**config.mk**
```make
export PLATFORM = sky130hd
export DESIGN_NAME = fir_sample_pacer_flat
export DESIGN_NICKNAME = d
export VERILOG_FILES = /design/src/rtl/fir_sample_pacer_if.sv /design/src/rtl/fir_sample_pacer.sv /design/src/flat_wrapper.sv
export SDC_FILE = /design/constraint.sdc
export NUM_CORES = 1
export LEC_CHECK = 0
export ABC_AREA = 1
export BUFFER_PORTS_ARGS = -buffer_cell sky130_fd_sc_hd__clkbuf_2
export CAP_MARGIN = 0
export CORE_ASPECT_RATIO = 1.25
export CORE_MARGIN = 1
export CORE_UTILIZATION = 35
export DETAILED_ROUTE_END_ITERATION = 8
export PLACE_DENSITY_LB_ADDON = 0.15
export SYNTH_ARGS = -nofsm -noshare
export SYNTH_HDL_FRONTEND = slang
export SYNTH_SLANG_ARGS = --single-unit
export TNS_END_PERCENT = 30
```
**constraint.sdc**
```tcl
create_clock -name clk -period 3.9 [get_ports clk]
set_input_delay 0.585 -clock clk [delete_from_list [all_inputs] [get_ports clk]]
set_output_delay 0.585 -clock clk [all_outputs]
set_load 0.02 [all_outputs]
```
**src/rtl/fir_sample_pacer_if.sv**
```systemverilog
`default_nettype none
// ============================================================================
// Interface : fir_sample_pacer_if
// Purpose   : Upstream sample stream and downstream result stream of the
//             FIR sample pacer, both valid/ready.
// Revision  : 1.0 - initial release
// ============================================================================
interface fir_sample_pacer_if #(
    parameter int DATA_W = 16
);
    logic [DATA_W-1:0] s_data;
    logic              s_valid;
    logic              s_ready;
    logic [DATA_W-1:0] m_data;
    logic              m_valid;
    logic              m_ready;

    // Producer of samples / consumer of results
    modport master (
        output s_data, s_valid, m_ready,
        input  s_ready, m_data, m_valid
    );

    // The pacer itself
    modport slave (
        input  s_data, s_valid, m_ready,
        output s_ready, m_data, m_valid
    );
endinterface
`default_nettype wire

```
**src/rtl/fir_sample_pacer.sv**
```systemverilog
`default_nettype none
// ============================================================================
// Module   : fir_sample_pacer
// Purpose  : Buffers an upstream sample stream, presents one sample to the
//            resource-shared FIR per CYCLES_PER_SAMPLE-clock slot, captures
//            each FIR result at the slot boundary and returns the results on
//            a downstream valid/ready stream.
// Revision : 1.0 - initial release
// ============================================================================
module fir_sample_pacer #(
    parameter int DATA_W            = 16,
    parameter int CYCLES_PER_SAMPLE = 20,
    parameter int IN_DEPTH          = 8,
    parameter int OUT_DEPTH         = 8,
    parameter int DROP_W            = 8
) (
    input  logic                 clk,
    input  logic                 reset,
    input  logic                 enable,
    fir_sample_pacer_if.slave    stream,
    output logic [DATA_W-1:0]    fir_data_in,
    input  logic [DATA_W-1:0]    fir_data_out,
    output logic                 underrun,
    output logic                 overflow,
    output logic [DROP_W-1:0]    drop_count
);
    localparam int                SLOT_W    = $clog2(CYCLES_PER_SAMPLE);
    localparam logic [SLOT_W-1:0] SLOT_LAST = SLOT_W'(CYCLES_PER_SAMPLE - 1);
    localparam int                IAW       = $clog2(IN_DEPTH);
    localparam int                OAW       = $clog2(OUT_DEPTH);

    typedef enum logic [1:0] {
        ST_IDLE  = 2'd0,
        ST_PRIME = 2'd1,
        ST_RUN   = 2'd2
    } state_t;

    // ---------------- slot scheduler state ----------------
    state_t              state_q;
    logic [SLOT_W-1:0]   slot_cnt_q;
    logic [DATA_W-1:0]   fir_data_in_q;
    logic [DATA_W-1:0]   cap_data_q;
    logic                cap_vld_q;
    logic                underrun_q;
    logic                boundary;

    // ---------------- input FIFO ----------------
    logic [DATA_W-1:0]   in_mem [IN_DEPTH];
    logic [IAW:0]        in_wr_q, in_rd_q, in_wr_d, in_rd_d, in_cnt_d;
    logic                s_ready_q;
    logic                in_empty, in_push, in_pop;
    logic [DATA_W-1:0]   in_head;

    // ---------------- output FIFO + head register ----------------
    logic [DATA_W-1:0]   out_mem [OUT_DEPTH];
    logic [OAW:0]        out_wr_q, out_rd_q, out_cnt;
    logic [OAW+1:0]      out_occ;
    logic                m_valid_q;
    logic [DATA_W-1:0]   m_data_q;
    logic                overflow_q;
    logic [DROP_W-1:0]   drop_count_q;
    logic                out_pop, out_load, out_full, out_push, out_drop;

    assign boundary = (state_q != ST_IDLE) && (slot_cnt_q == SLOT_LAST);

    // Input side: registered ready guarantees a push never lands on a full FIFO
    assign in_empty = (in_wr_q == in_rd_q);
    assign in_push  = stream.s_valid && s_ready_q;
    assign in_pop   = boundary && enable && !in_empty;
    assign in_head  = in_mem[in_rd_q[IAW-1:0]];
    assign in_wr_d  = in_wr_q + (IAW+1)'(in_push);
    assign in_rd_d  = in_rd_q + (IAW+1)'(in_pop);
    assign in_cnt_d = in_wr_d - in_rd_d;

    // Output side: occupancy counts the head register too, so total storage is OUT_DEPTH
    assign out_cnt  = out_wr_q - out_rd_q;
    assign out_pop  = m_valid_q && stream.m_ready;
    assign out_load = (out_cnt != '0) && (!m_valid_q || stream.m_ready);
    assign out_occ  = {1'b0, out_cnt} + (OAW+2)'(m_valid_q) - (OAW+2)'(out_pop);
    assign out_full = (out_occ == (OAW+2)'(OUT_DEPTH));
    assign out_push = cap_vld_q && !out_full;
    assign out_drop = cap_vld_q && out_full;

    assign stream.s_ready = s_ready_q;
    assign stream.m_valid = m_valid_q;
    assign stream.m_data  = m_data_q;
    assign fir_data_in    = fir_data_in_q;
    assign underrun       = underrun_q;
    assign overflow       = overflow_q;
    assign drop_count     = drop_count_q;

    // Slot timer and FSM: load one sample per slot, capture the previous slot's FIR result
    always_ff @(posedge clk or posedge reset) begin
        if (reset) begin
            state_q       <= ST_IDLE;
            slot_cnt_q    <= '0;
            fir_data_in_q <= '0;
            cap_data_q    <= '0;
            cap_vld_q     <= 1'b0;
            underrun_q    <= 1'b0;
        end else begin
            cap_vld_q  <= 1'b0;
            underrun_q <= 1'b0;
            if (state_q == ST_IDLE || boundary) begin
                slot_cnt_q <= '0;
            end else begin
                slot_cnt_q <= slot_cnt_q + SLOT_W'(1);
            end
            case (state_q)
                ST_IDLE: begin
                    if (enable) begin
                        state_q <= ST_PRIME;
                    end
                end
                ST_PRIME: begin
                    if (boundary) begin
                        if (!enable) begin
                            state_q <= ST_IDLE;
                        end else if (!in_empty) begin
                            fir_data_in_q <= in_head;
                            state_q       <= ST_RUN;
                        end
                    end
                end
                ST_RUN: begin
                    if (boundary) begin
                        cap_data_q    <= fir_data_out;
                        cap_vld_q     <= 1'b1;
                        underrun_q    <= in_empty;
                        fir_data_in_q <= in_pop ? in_head : '0;
                        state_q       <= enable ? ST_RUN : ST_IDLE;
                    end
                end
                default: state_q <= ST_IDLE;
            endcase
        end
    end

    // Input FIFO pointers and registered not-full flag
    always_ff @(posedge clk or posedge reset) begin
        if (reset) begin
            in_wr_q   <= '0;
            in_rd_q   <= '0;
            s_ready_q <= 1'b1;
        end else begin
            in_wr_q   <= in_wr_d;
            in_rd_q   <= in_rd_d;
            s_ready_q <= (in_cnt_d != (IAW+1)'(IN_DEPTH));
        end
    end

    // Input FIFO storage; contents are discarded on reset through the pointers
    always_ff @(posedge clk) begin
        if (in_push) begin
            in_mem[in_wr_q[IAW-1:0]] <= stream.s_data;
        end
    end

    // Output FIFO pointers, registered head stage and drop accounting
    always_ff @(posedge clk or posedge reset) begin
        if (reset) begin
            out_wr_q     <= '0;
            out_rd_q     <= '0;
            m_valid_q    <= 1'b0;
            m_data_q     <= '0;
            overflow_q   <= 1'b0;
            drop_count_q <= '0;
        end else begin
            if (out_push) begin
                out_wr_q <= out_wr_q + (OAW+1)'(1);
            end
            if (out_load) begin
                out_rd_q  <= out_rd_q + (OAW+1)'(1);
                m_data_q  <= out_mem[out_rd_q[OAW-1:0]];
                m_valid_q <= 1'b1;
            end else if (out_pop) begin
                m_valid_q <= 1'b0;
            end
            overflow_q <= out_drop;
            if (out_drop && (drop_count_q != '1)) begin
                drop_count_q <= drop_count_q + DROP_W'(1);
            end
        end
    end

    // Output FIFO storage
    always_ff @(posedge clk) begin
        if (out_push) begin
            out_mem[out_wr_q[OAW-1:0]] <= cap_data_q;
        end
    end

endmodule
`default_nettype wire

```
**src/flat_wrapper.sv**
```systemverilog
// flat-port wrapper written by rule: the top's interface ports become plain ports
module fir_sample_pacer_flat 
#(
    parameter int DATA_W            = 16,
    parameter int CYCLES_PER_SAMPLE = 20,
    parameter int IN_DEPTH          = 8,
    parameter int OUT_DEPTH         = 8,
    parameter int DROP_W            = 8
)
  (clk, reset, enable, fir_data_in, fir_data_out, underrun, overflow, drop_count, stream_s_data, stream_s_valid, stream_m_ready, stream_s_ready, stream_m_data, stream_m_valid);
  fir_sample_pacer_if #(.DATA_W(DATA_W)) stream_i ();
  input  logic clk;
  input  logic reset;
  input  logic enable;
  output logic [DATA_W-1:0] fir_data_in;
  input  logic [DATA_W-1:0] fir_data_out;
  output logic underrun;
  output logic overflow;
  output logic [DROP_W-1:0] drop_count;
  input wire logic [$bits(stream_i.s_data)-1:0] stream_s_data;
  input wire logic [$bits(stream_i.s_valid)-1:0] stream_s_valid;
  input wire logic [$bits(stream_i.m_ready)-1:0] stream_m_ready;
  output wire logic [$bits(stream_i.s_ready)-1:0] stream_s_ready;
  output wire logic [$bits(stream_i.m_data)-1:0] stream_m_data;
  output wire logic [$bits(stream_i.m_valid)-1:0] stream_m_valid;
  assign stream_i.s_data = stream_s_data;
  assign stream_i.s_valid = stream_s_valid;
  assign stream_i.m_ready = stream_m_ready;
  assign stream_s_ready = stream_i.s_ready;
  assign stream_m_data = stream_i.m_data;
  assign stream_m_valid = stream_i.m_valid;
  fir_sample_pacer #(.DATA_W(DATA_W), .CYCLES_PER_SAMPLE(CYCLES_PER_SAMPLE), .IN_DEPTH(IN_DEPTH), .OUT_DEPTH(OUT_DEPTH), .DROP_W(DROP_W)) u_core (.clk(clk), .reset(reset), .enable(enable), .stream(stream_i), .fir_data_in(fir_data_in), .fir_data_out(fir_data_out), .underrun(underrun), .overflow(overflow), .drop_count(drop_count));
endmodule
```
Yosys cells after proc, flatten, opt, wreduce, memory -nomap -nowiden
Memory sizes are Yosys's and may differ from the RTL's. A register that Yosys moved wholly into a read port is not among the register bits.
Cells that the tools add are included.
{"block": "word_totals", "in_bits": 37, "mem_bits_rw": 256, "out_inout_bits": 44, "n_memories": 2, "reg_bits": 68, "elab_cells": 85}
{"block": "op_classes", "mux": 24, "add_sub_neg": 10, "n_eq_ne": 13, "n_reduce_logical": 22}
{"memory": "u_core.in_mem", "words": 8, "width": 16, "rd": 1, "rd_clocked_by_memory_dff": 0, "wr": 1, "line_no": "fir_sample_pacer.sv:48", "text": "logic [DATA_W-1:0] in_mem [IN_DEPTH];"}
{"memory": "u_core.out_mem", "words": 8, "width": 16, "rd": 1, "rd_clocked_by_memory_dff": 1, "wr": 1, "line_no": "fir_sample_pacer.sv:55", "text": "logic [DATA_W-1:0] out_mem [OUT_DEPTH];"}
{"operator": "$mux 16", "count": 5}
{"operator": "$pmux 16 s2", "count": 1}
{"operator": "$mux 2", "count": 6}
{"operator": "$mux 1", "count": 10}
{"operator": "$logic_and 1x1->1", "count": 9}
{"operator": "$add 4x1->4", "count": 2}
{"operator": "$add 4x1->4 const B", "count": 2}
{"operator": "$add 8x1->8 const B", "count": 1}
{"operator": "$ne 8x8->1 const B", "count": 1}
{"operator": "$sub 4x4->4", "count": 2}
{"operator": "$ne 2x2->1 const B", "count": 3}
{"operator": "$pmux 2 s3", "count": 1}
{"operator": "$reduce_bool 2->1", "count": 3}
{"operator": "$add 4x1->5", "count": 1}
{"operator": "$add 5x1->5 const B", "count": 1}
{"operator": "$eq 5x4->1 const B", "count": 1}
{"operator": "$eq 5x5->1 const B", "count": 1}
{"operator": "$mux 5", "count": 1}
{"operator": "$reduce_and 5->1", "count": 1}
{"operator": "$sub 5x1->5", "count": 1}
{"operator": "$eq 4x4->1", "count": 1}
{"operator": "$ne 2x1->1 const B", "count": 2}
{"operator": "$ne 4x4->1 const B", "count": 1}
{"operator": "$reduce_and 4->1", "count": 1}
{"operator": "8 further kinds", "count": 11}

Longest topological paths before layout
{"block": "depth", "word_depth": 8, "mapped_depth": 20}

Worst setup path after synthesis
OpenSTA, ideal clock, no wires.
{"block": "synth_timing", "path_kind": "register to register", "from": "register u_core.out_rd_q[2]", "to": "memory u_core.out_mem[0][0] (enable)", "arrival_ns": 3.442, "path_slack_ns": 0.069, "stages_incl_launch_ff": 18, "path_buffers": 3, "path_cell_list": "dfrtp_1 > clkbuf_1 > clkinv_1 > clkbuf_1 > ha_1 > or2_1 > nand2_2 > nand2_2 > nand2_1 > ha_1 > nand2_1 > nand2_1 > nor2_1 > nand3_2 > nand3_2 > nand2_2 > buf_6 > nor2_1"}
{"block": "synth_via", "elab_chain_cells": 8}
{"item": "start: declaration", "line_no": "fir_sample_pacer.sv:56", "text": "logic [OAW:0] out_wr_q, out_rd_q, out_cnt;"}
{"item": "start signal: assignment", "line_no": "fir_sample_pacer.sv:173", "text": "out_rd_q <= out_rd_q + (OAW+1)'(1);"}
{"item": "$sub 4x4->4", "line_no": "fir_sample_pacer.sv:76", "text": "assign out_cnt = out_wr_q - out_rd_q;"}
{"item": "$add 4x1->5", "line_no": "fir_sample_pacer.sv:79", "text": "assign out_occ = {1'b0, out_cnt} + (OAW+2)'(m_valid_q) - (OAW+2)'(out_pop);"}
{"item": "$sub 5x1->5", "line_no": "fir_sample_pacer.sv:79"}
{"item": "$eq 5x4->1", "line_no": "fir_sample_pacer.sv:80", "text": "assign out_full = (out_occ == (OAW+2)'(OUT_DEPTH));"}
{"item": "$logic_not 1->1", "line_no": "fir_sample_pacer.sv:81", "text": "assign out_push = cap_vld_q && !out_full;"}
{"item": "$logic_and 1x1->1", "line_no": "fir_sample_pacer.sv:81"}
{"item": "$mux 1", "line_no": "fir_sample_pacer.sv:188", "text": "if (out_push) begin"}
{"item": "$mux 1 (implied by the code)", "line_no": "fir_sample_pacer.sv:189", "text": "out_mem[out_wr_q[OAW-1:0]] <= cap_data_q;"}
{"item": "end: declaration", "line_no": "fir_sample_pacer.sv:55"}
Every way passes these cells.

Worst setup path in the final report
{"block": "layout_timing", "from": "register u_core.out_wr_q[0]", "to": "memory u_core.out_mem[3][3] (enable)"}
{"block": "layout_via", "elab_chain_cells": 8}
{"item": "start: declaration", "line_no": "fir_sample_pacer.sv:56"}
{"item": "start signal: assignment", "line_no": "fir_sample_pacer.sv:170", "text": "out_wr_q <= out_wr_q + (OAW+1)'(1);"}
{"item": "$sub 4x4->4", "line_no": "fir_sample_pacer.sv:76"}
{"item": "$add 4x1->5", "line_no": "fir_sample_pacer.sv:79"}
{"item": "$sub 5x1->5", "line_no": "fir_sample_pacer.sv:79"}
{"item": "$eq 5x4->1", "line_no": "fir_sample_pacer.sv:80"}
{"item": "$logic_not 1->1", "line_no": "fir_sample_pacer.sv:81"}
{"item": "$logic_and 1x1->1", "line_no": "fir_sample_pacer.sv:81"}
{"item": "$mux 1", "line_no": "fir_sample_pacer.sv:188"}
{"item": "$mux 1 (implied by the code)", "line_no": "fir_sample_pacer.sv:189"}
Several ways; a longest one is shown, not always the timed one.

==> results.sh <==
export IMPL_outcome="finished clean"
export IMPL_grt_overflow_total=0
export IMPL_gr_usage_met1_pct=19.70
export IMPL_fp_dieH_um=225.9
export IMPL_synth_distinct_cells=38
export IMPL_crit_chain="inv_1 > ha_1 > inv_1 > fa_1 > xnor2_1 > inv_1 > ha_1 > nand2_1 > nor2_1 > nor2_1 > nand3b_2 > nand3_2 > nand2_2 > nor2_1 > buf_4"
export IMPL_hold_viol=0
export IMPL_p_sw_share_pct=31.24
export IMPL_fp_coreArea_sq_um=39320
export IMPL_setup_violations=0
export IMPL_met2_usage_pct=28.75
export IMPL_final_max_slew_viol_count=0
export IMPL_synth_most_common_cell="edfxtp_1"
export IMPL_setup_slack_ns=0.4943
export IMPL_grt_pass1_vias=8803
export IMPL_synthesis_area_sq_um=14040
export IMPL_clock_fmax_ghz=0.2936
export IMPL_remaining_drc_errors=0
export IMPL_synth_commonest_cells="256 x edfxtp_1, 204 x nand2_1, 186 x nor2_1"
export IMPL_portBuffers=80
export IMPL_worstRegToRegCells=15
export IMPL_cts_buffers=37
export IMPL_grt_util_met3_pct=2.983
export IMPL_critPathMaxStageDelay_ns=0.43
export IMPL_dp_hpwl_um=19720
export IMPL_path_depth=15
export IMPL_yosys_warnings=0
export IMPL_ys_seq_elements=340
export IMPL_worst_slew_pin_slew_ns=1.065
export IMPL_synth_enable_flop_cells=256
export IMPL_skew_ns=0.02655
export IMPL_wl_per_cell_um=17.83
export IMPL_place_area_sq_um=14980
export IMPL_syn_inst=1191
export IMPL_post_cts_buffers=0
export IMPL_grt_pass1_wl_um=50610
export IMPL_path_class="reg2reg"
export IMPL_fin_crit_sh_pct=87.33
export IMPL_yosysTopAreaCell="edfxtp_1"
export IMPL_gr_usage_all_layers_pct=16.15
export IMPL_synth_flop_cell="edfxtp_1"
export IMPL_p_int_mw=7.016
export IMPL_clock_sinks=340
export IMPL_combPwrFrac_pct=22.6
export IMPL_power_leakage_nw=5.751
export IMPL_cts_buffer_depth=3
export IMPL_drive_gt1_share_pct=15.17
export IMPL_rows=81
export IMPL_hp_class="in2async"
export IMPL_ant_nets=0
export IMPL_cts_resized_gates=0
export IMPL_dr_total_vias=8821
export IMPL_die_area_sq_um=40910
export IMPL_critPathRequiredTime_ns=4.11
export IMPL_hold_buffers=0
export IMPL_p_per_area_nw_per_um2=629.8
export IMPL_crit_buf_inv=4
export IMPL_slew_headroom_pct=28.87
export IMPL_clock_power_share_pct=34.4
export IMPL_finalWeightedCongestion=0.7552
export IMPL_cts_root_buf="clkbuf_16"
export IMPL_antenna_found_initial=1
export IMPL_synth_top_area_share_pct=54.77
export IMPL_die_w_um=181.1
export IMPL_layout_nets=1346
export IMPL_rsz0062_at_grt="false"
export IMPL_clk_pin_slew_ns=0.06
export IMPL_synthTopCellsByArea="edfxtp_1 55%, dfrtp_1 15%, nand2_1 5.5%, o21ai_0 5.3%, nor2_1 5.0%"
export IMPL_drt_vias_per_instance=4.873
export IMPL_diodes=0
export IMPL_io_pins=81
export IMPL_reg2reg_to="u_core.out_mem[3][3]$_DFFE_PP_"
export IMPL_grt_max_degree=68
export IMPL_cp_top_family="adder cells"
export IMPL_crit_start="u_core.out_wr_q[0]$_DFFE_PP0P_"
export IMPL_firstDrtPassIters=5
export IMPL_busiest_layer="met2"
export IMPL_clk_latency_ns=0.54
export IMPL_ys_async_sr_fraction_pct=24.71
export IMPL_dp_slack_ns=0.4397
export IMPL_peakVddDrop_mv=0.3188
export IMPL_cp_max_fo=16
export IMPL_routed_wl_um=32270
export IMPL_finalSetupTns_ns=0
export IMPL_cp_arrival_ns=3.62
export IMPL_synth_seq_area_share_pct=69.75
export IMPL_maxCapViolations=0
export IMPL_slowest_stage="dfrtp_1"
export IMPL_start_util_pct=35.69
export IMPL_startpoint_type="register"
export IMPL_final_area_sq_um=16200
export IMPL_fin_crit_ns=3.406
export IMPL_syn_area_per_cell_sq_um=11.79
export IMPL_power_switching_mw=3.187
export IMPL_power_frac_seq_pct=43.0
export IMPL_r2r_slack_ns=0.49
export IMPL_first_iter_violations=484
export IMPL_cts_tree="built"
export IMPL_r2r_start="u_core.out_wr_q[0]$_DFFE_PP0P_"
export IMPL_worstSetupEndpointType="register"
export IMPL_areaGrowthSynthToFinish_pct=15.42
export IMPL_htree_levels=2
stage by stage:
step,util [%],hold slack [ns],instances,total power [mW]
finish,41.20,0.1287,1810,10.20
global route,41.20,0.1827,1810,10.78
CTS,41.20,0.1490,1810,10.36
detailed placement,38.08,0.4606,1742,6.822
global placement,38.08,0.4514,1742,6.790
floorplan,-,0.4329,1192,6.140
power groups by stage:
stage               combinational (mW)  clock [mW]  sequential, mW
floorplan                         1.59           0            4.55
global placement                  2.33           0            4.46
detailed placement                2.36           0            4.46
CTS                               2.37        3.60            4.39
global route                      2.63        3.73            4.42
finish                            2.31        3.51            4.39
kinds of logic (layout without fill, tap and decap cells):
| kind of cell | after synthesis | after routing | synth area share (%) |
|---|---|---|---|
| AO/OA/AOI/OAI | 251 | 251 | 9.592 |
| XOR/XNOR | 24 | 24 | 1.498 |
| adder cells (fa/ha/maj) | 26 | 26 | 2.425 |
| buffers and inverters | 105 | 225 | 3.574 |
| flip-flops | 340 | 340 | 69.75 |
| other | 1 | 2 | 0.02672 |
| AND/OR/NAND/NOR | 444 | 444 | 13.13 |
how the worst max path moves through the flow:
stage	end
final	u_core.out_mem[3][3]$_DFFE_PP_
after global routing	u_core.out_mem[5][12]$_DFFE_PP_
after CTS	u_core.out_mem[3][5]$_DFFE_PP_
after detailed placement	u_core.out_mem[3][10]$_DFFE_PP_
after global placement	u_core.out_mem[3][10]$_DFFE_PP_
after floorplan	u_core.out_mem[0][0]$_DFFE_PP_
registers in the layout (all words and copies together), names as in the netlist:
register	cells
u_core.out_rd_q	4
u_core.cap_vld_q	1
u_core.in_rd_q	4
u_core.in_wr_q	4
u_core.stream.m_data	16
u_core.out_mem	128
u_core.slot_cnt_q	5
u_core.stream.m_valid	1
u_core.out_wr_q	4
u_core.stream.s_ready	1
u_core.state_q	2
u_core.in_mem	128
u_core.underrun	1
u_core.fir_data_in	16
u_core.overflow	1
u_core.drop_count	8
u_core.cap_data_q	16
cell type report:
cell class              count  area, sq um
fillers                  3757        23120
flip-flops and latches    340         9793
multi-input cells         747         3747
clock buffers              47         1015
repair buffers            111        633.1
well taps                 498        623.1
clock inverters            21        210.2
inverters                  46        178.9
worst reg2reg max path, delay by kind of cell, from the launching register on:
family	cells	cell delay, ns
fa+ha+maj	3	0.89
simple gates	7	0.89
buf+inv	4	0.60
flops	1	0.43
xor+xnor	1	0.28
routing by layer:
layer / part of all wire (%) / vias to the layer above / wire [um]
met5: 0.040 / - / 13
met4: 2.4 / 2 / 778
met3: 4.3 / 52 / 1393
met2: 50 / 163 / 16220
met1: 43 / 4251 / 13860
li1: - / 4353 / -
layout by cell type, fill, tap and decap left out, types with 2 or more instances in the layout:
cell type	instances
clkinv_1	8
buf_4	31
clkbuf_8	3
dfrtp_1	81
clkbuf_16	38
o21ai_2	2
xor2_1	16
nand3_1	21
clkbuf_1	6
nor2_4	2
inv_1	39
o22ai_1	64
ha_1	24
nand3_4	2
or2_2	3
fa_1	2
a21oi_1	5
clkbuf_2	80
edfxtp_1	256
o21ai_1	29
o21ai_0	150
clkinv_2	5
nor2_1	186
inv_4	2
conb_1	2
xnor2_1	8
nand2_2	8
nand2_1	204
dfrtp_2	2
inv_2	3
nand4_1	9
nand3_2	4
clkinvlp_4	5
bufinv_16	3
Power figures use the tool's default switching activity.
